[config.mk]
export PLATFORM = sky130hd
export DESIGN_NAME = odd_even_sorter
export DESIGN_NICKNAME = d
export VERILOG_FILES = /design/src/rtl/odd_even_sort_pkg.sv /design/src/rtl/odd_even_cmp_swap.sv /design/src/rtl/odd_even_sorter.sv
export SDC_FILE = /design/constraint.sdc
export NUM_CORES = 1
export LEC_CHECK = 0
export ABC_CLOCK_PERIOD_IN_PS = 3500
export CAP_MARGIN = 20
export CORE_MARGIN = 2
export CORE_UTILIZATION = 35
export CTS_BUF_LIST = sky130_fd_sc_hd__clkbuf_16
export DETAILED_ROUTE_END_ITERATION = 6
export PLACE_DENSITY = 0.65
export SYNTH_ARGS = -nofsm -noshare
export SYNTH_HDL_FRONTEND = slang
export SYNTH_SLANG_ARGS = --single-unit
export TNS_END_PERCENT = 30
[constraint.sdc]
create_clock -name clk -period 3.5 [get_ports clk]
set_input_delay 0.525 -clock clk [delete_from_list [all_inputs] [get_ports clk]]
set_output_delay 0.525 -clock clk [all_outputs]
set_load 0.005 [all_outputs]
[src/rtl/odd_even_sort_pkg.sv]
// Shared types and constants for the odd-even transposition sorter.
//   state_t    : sorter control states (IDLE -> SORT -> DONE)
//   PHASE_EVEN : parity of the phase counter for pairs (0,1),(2,3),...
//   PHASE_ODD  : parity of the phase counter for pairs (1,2),(3,4),...
package odd_even_sort_pkg;

  typedef enum logic [1:0] {
    IDLE = 2'd0,
    SORT = 2'd1,
    DONE = 2'd2
  } state_t;

  localparam logic PHASE_EVEN = 1'b0;
  localparam logic PHASE_ODD  = 1'b1;

endpackage

[src/rtl/odd_even_cmp_swap.sv]
// Single compare-exchange cell.
//   a, b    : inputs; a belongs to the lower array index
//   descend : 0 = smaller value to lo, 1 = larger value to lo
//   lo, hi  : outputs for the lower / higher array index
// Swaps only when the pair is strictly out of order, so equal values
// pass straight through.
module odd_even_cmp_swap #(
  parameter int W      = 16,
  parameter int SIGNED = 0
) (
  input  logic [W-1:0] a,
  input  logic [W-1:0] b,
  input  logic         descend,
  output logic [W-1:0] lo,
  output logic [W-1:0] hi
);

  logic [W-1:0] x;
  logic [W-1:0] y;
  logic         swap;

  // Steer the operands so one "x > y" comparator covers both orders:
  // ascending swaps when a > b, descending swaps when b > a.
  assign x = descend ? b : a;
  assign y = descend ? a : b;

  generate
    if (SIGNED != 0) begin : g_signed
      assign swap = $signed(x) > $signed(y);
    end else begin : g_unsigned
      assign swap = x > y;
    end
  endgenerate

  assign lo = swap ? b : a;
  assign hi = swap ? a : b;

endmodule

[src/rtl/odd_even_sorter.sv]
// Multi-cycle odd-even transposition sorter for a set of N W-bit elements.
//   clk, rst             : clock, synchronous active-high reset
//   in_valid/in_ready    : input handshake; a set is accepted in IDLE only
//   in_data, descend     : unsorted set (element k at [k*W +: W]) and order
//   out_valid/out_ready  : output handshake; out_valid held in DONE
//   out_data             : sorted set, same packing, updated on entry to DONE
// One transposition phase runs per clock; N phases fully sort N elements.
module odd_even_sorter
  import odd_even_sort_pkg::*;
#(
  parameter int N      = 5,
  parameter int W      = 16,
  parameter int SIGNED = 0
) (
  input  logic           clk,
  input  logic           rst,
  input  logic           in_valid,
  output logic           in_ready,
  input  logic [N*W-1:0] in_data,
  input  logic           descend,
  output logic           out_valid,
  input  logic           out_ready,
  output logic [N*W-1:0] out_data
);

  // Counter reaches N after the last phase, hence N+1 distinct values.
  localparam int PW = $clog2(N + 1);

  state_t                state_q, state_d;
  logic [PW-1:0]         phase_q, phase_d;
  logic [N-1:0][W-1:0]   work_q, work_d;
  logic [N-1:0][W-1:0]   out_data_q, out_data_d;
  logic                  descend_q, descend_d;
  logic                  out_valid_q, out_valid_d;

  // Results of one even phase and one odd phase on the current array.
  logic [W-1:0] even_arr [N];
  logic [W-1:0] odd_arr  [N];

  genvar gi;
  generate
    for (gi = 0; gi < N / 2; gi++) begin : g_even
      logic [W-1:0] lo;
      logic [W-1:0] hi;
      odd_even_cmp_swap #(.W(W), .SIGNED(SIGNED)) u_cs (
        .a       (work_q[2*gi]),
        .b       (work_q[2*gi+1]),
        .descend (descend_q),
        .lo      (lo),
        .hi      (hi)
      );
      assign even_arr[2*gi]   = lo;
      assign even_arr[2*gi+1] = hi;
    end
    if (N % 2 != 0) begin : g_even_tail
      assign even_arr[N-1] = work_q[N-1];
    end

    for (gi = 0; gi < (N - 1) / 2; gi++) begin : g_odd
      logic [W-1:0] lo;
      logic [W-1:0] hi;
      odd_even_cmp_swap #(.W(W), .SIGNED(SIGNED)) u_cs (
        .a       (work_q[2*gi+1]),
        .b       (work_q[2*gi+2]),
        .descend (descend_q),
        .lo      (lo),
        .hi      (hi)
      );
      assign odd_arr[2*gi+1] = lo;
      assign odd_arr[2*gi+2] = hi;
    end
    assign odd_arr[0] = work_q[0];
    if (N % 2 == 0) begin : g_odd_tail
      assign odd_arr[N-1] = work_q[N-1];
    end
  endgenerate

  always_comb begin
    state_d     = state_q;
    phase_d     = phase_q;
    work_d      = work_q;
    descend_d   = descend_q;
    out_valid_d = out_valid_q;
    out_data_d  = out_data_q;
    case (state_q)
      IDLE: begin
        if (in_valid) begin
          work_d    = in_data;
          descend_d = descend;
          phase_d   = '0;
          state_d   = SORT;
        end
      end
      SORT: begin
        for (int k = 0; k < N; k++) begin
          work_d[k] = (phase_q[0] == PHASE_EVEN) ? even_arr[k] : odd_arr[k];
        end
        phase_d = phase_q + PW'(1);
        if (phase_q == PW'(N - 1)) begin
          state_d     = DONE;
          out_valid_d = 1'b1;
          out_data_d  = work_d;
        end
      end
      DONE: begin
        if (out_ready) begin
          state_d     = IDLE;
          out_valid_d = 1'b0;
        end
      end
      default: state_d = IDLE;
    endcase
  end

  always_ff @(posedge clk) begin
    if (rst) begin
      state_q     <= IDLE;
      phase_q     <= '0;
      work_q      <= '0;
      out_data_q  <= '0;
      descend_q   <= 1'b0;
      out_valid_q <= 1'b0;
    end else begin
      state_q     <= state_d;
      phase_q     <= phase_d;
      work_q      <= work_d;
      out_data_q  <= out_data_d;
      descend_q   <= descend_d;
      out_valid_q <= out_valid_d;
    end
  end

  assign in_ready  = (state_q == IDLE) && !rst;
  assign out_valid = out_valid_q;
  assign out_data  = out_data_q;

endmodule

==> flow_summary.ini <==
[worst_setup_path]
worstPathMaxFanout = 18
cp_data_required_time_ns = 3.86
start_kind = flip-flop
r2r_start = descend_q
end_kind = flip-flop
rrSetupSlack_ns = 0.22
crit_type = reg -> reg
worstSetupEndpoint = out_data[50]
worstRegToRegCells = 11
r2r_end = out_data[50]
critPathArrivalTime_ns = 3.64
startpoint = descend_q

[global_routing]
grt_max_degree = 84
grt_pass1_wl_um = 56900
antenna_found_initial = 0
grt_overflow = 0
grt_pass1_vias = 9689
track_usage_pct = 22.1

[floorplan]
dieHeight_um = 181
die_w_um = 181
initial_core_util_pct = 35.6
io_pins = 167
die_area_um2 = 32600
rows = 64
coreArea_um2 = 30700

[sta]
relSlewSlack_pct = 43.6
worstMarginPinSlew_ns = 0.845
fmax_mhz = 305
finalSetupViolCount = 0
hold_viol = 0
timing.final.crit_share_pct = 93.8
final.setup_skew_ns = 0.0147
finalSetupTns_ns = 0
slew_violations = 0
grt_setup_unrepaired = no
hold_slack_ns = 0.456
min_period_ns = 3.28

[synthesis]
netlist_area_um2 = 10900
synthFlopType = dfxtp_1
synth_seq_area_share_pct = 30.6
synth_seq_cells = 167
synth_nets = 1459
yosys_warnings = 0
syn_avg_cell_area_um2 = 8.34
synth_cells = 1309
synth_cell_type_count = 64
synth_edf_count = 0
async_reset_ff_share_pct = 0

[routing]
wl_per_cell_um = 20.2
drt_pre_antenna_iters = 5
drtIter0Drc = 993
routed_wl_um = 36800
vias_per_cell = 5.73
antenna_left = 0
vias = 10500
drc = 0

[clocking]
cts_root_buf = clkbuf_16
holdBufCountCts = 0
cts_tree = done
insertion_delay_ns = 0.45
ctsLongestPathBuffers = 2
htreeDepth = 4
cts_sinks = 167
numCtsBuffers = 17
clkTransAtPathRegs_ns = 0.08

[placement]
place.gp.congestion = 0.929
dp_hpwl_um = 26900
postPlaceCellArea_um2 = 13000
port_buffers = 166

[finish]
fillCellCount = 3007
layout_commonest_cell = nand2_1
nets = 1566
design_area_um2 = 13600
synthToLayoutAreaGrowth_pct = 24.8
layout-drive-gt1-share_pct = 16.2
antennaDiodeCount = 0
final_util_pct = 44.4
layout_common_cells = nand2_1 (188), dfxtp_1 (166), clkdlybuf4s50_1 (165)

[power_and_ir_drop]
p_per_area_nw_per_um2 = 506
ir_drop_mv = 0.433
leakagePower_uw = 0.00496

[run_status]
status = finished clean

[run]
cap_violations = 0

[hold_path]
min_path_type = reg -> reg
==> cell families after synthesis <==
logic type,count (synthesis),share of synthesized area (%)
xor+xnor,1,0.0802
mux,138,13.3
buf+inv,158,6.14
flops,167,30.6
simple gates,416,16.2
fa+ha+maj,67,7.63
compound gates,362,26.0
==> what timing repair did <==
action / in CTS / in global routing
pin swaps: 1 / 3
gates resized for setup: 0 / 2
setup buffers: 0 / 6
setup endpoints to repair: 1 / 91
==> sequential cells by signal, summed over array words and instances (netlist names) <==
signal	flops
descend_q	1
phase_q	3
odd_arr	16
out_data	80
out_valid	1
work_q	48
state_q	2
even_arr	16
==> cells in the mapped netlist, types with 4 or more instances <==
cell / instances / share of area (%)
nand2_1: 189 / 6.5
dfxtp_1: 167 / 31
nor2_1: 149 / 5.1
a21oi_1: 105 / 4.8
clkbuf_1: 101 / 3.5
mux2i_1: 78 / 7.1
ha_1: 65 / 7.4
mux2_2: 60 / 6.2
a211oi_1: 51 / 3.5
o211ai_1: 33 / 2.3
a31o_2: 31 / 2.5
inv_1: 21 / 0.72
a311oi_1: 19 / 1.5
and2_1: 16 / 0.92
o22a_1: 15 / 1.2
a22o_1: 14 / 1.1
buf_2: 14 / 0.64
nor4_1: 14 / 0.80
a211oi_2: 12 / 1.4
a21o_1: 12 / 0.82
a311oi_2: 12 / 1.6
buf_1: 12 / 0.41
nand3_1: 11 / 0.50
nand4_1: 11 / 0.63
o221a_1: 10 / 1.0
o21ai_0: 9 / 0.41
buf_6: 6 / 0.62
o221a_2: 6 / 0.62
nor2b_1: 5 / 0.29
a22oi_1: 4 / 0.27
buf_4: 4 / 0.27
nor3_1: 4 / 0.18
==> worst max-delay path, cell delays in order (launching register included) <==
cell      delay (ns)
dfxtp_4         0.44
buf_4           0.30
mux2i_1         0.23
ha_1            0.26
and2_0          0.19
a221o_1         0.31
a21o_1          0.21
a31oi_4         0.32
a21o_1          0.24
buf_4           0.27
a311oi_1        0.16
a211oi_1        0.28
==> cell type report <==
type	instances	area, µm²	area share (%)
well taps	396	495	3.63
flip-flops and latches	167	3350	24.6
inverters	21	78.8	0.578
clock buffers	17	425	3.12
repair buffers	225	2220	16.3
multi-input cells	984	6940	50.9
clock inverters	15	126	0.927
==> per-layer routing <==
layer	vias to the layer above	routed length, µm	global-route usage (%)	part of all wire [%]
li1	4988	-	-	-
met1	4967	17000	31.4	46
met2	447	16200	33.6	44
met3	60	2530	3.44	6.9
met4	0	1040	7.90	2.8
met5	-	0	0	0
==> worst min path at each step <==
stage / slack [ns] / from / end / cells after the start
after floorplan: 0.45 / out_data[16] / out_data[16] / 2
after global routing: 0.48 / out_data[20] / out_data[20] / 2
after detailed placement: 0.45 / out_data[47] / out_data[47] / 2
after global placement: 0.45 / out_valid / out_valid / 2
after CTS: 0.46 / out_data[47] / out_data[47] / 2
final: 0.46 / out_data[47] / out_data[47] / 2
==> power by group <==
| group | internal (µW) | switching (µW) | total, µW |
|---|---|---|---|
| Combinational | 1190 | 1450 | 2640 |
| Sequential | 2030 | 366 | 2400 |
| Clock | 982 | 869 | 1850 |
==> metrics by stage <==
step	instances	power [µW]	setup WS, ns
floorplan	1309	4130	0.0384
global placement	1787	4940	0.0862
detailed placement	1787	4990	0.0301
CTS	1819	6830	0.0197
global route	1825	7250	0.0307
finish	1825	6890	0.216
Note: power is estimated with default switching activity, not from simulation.
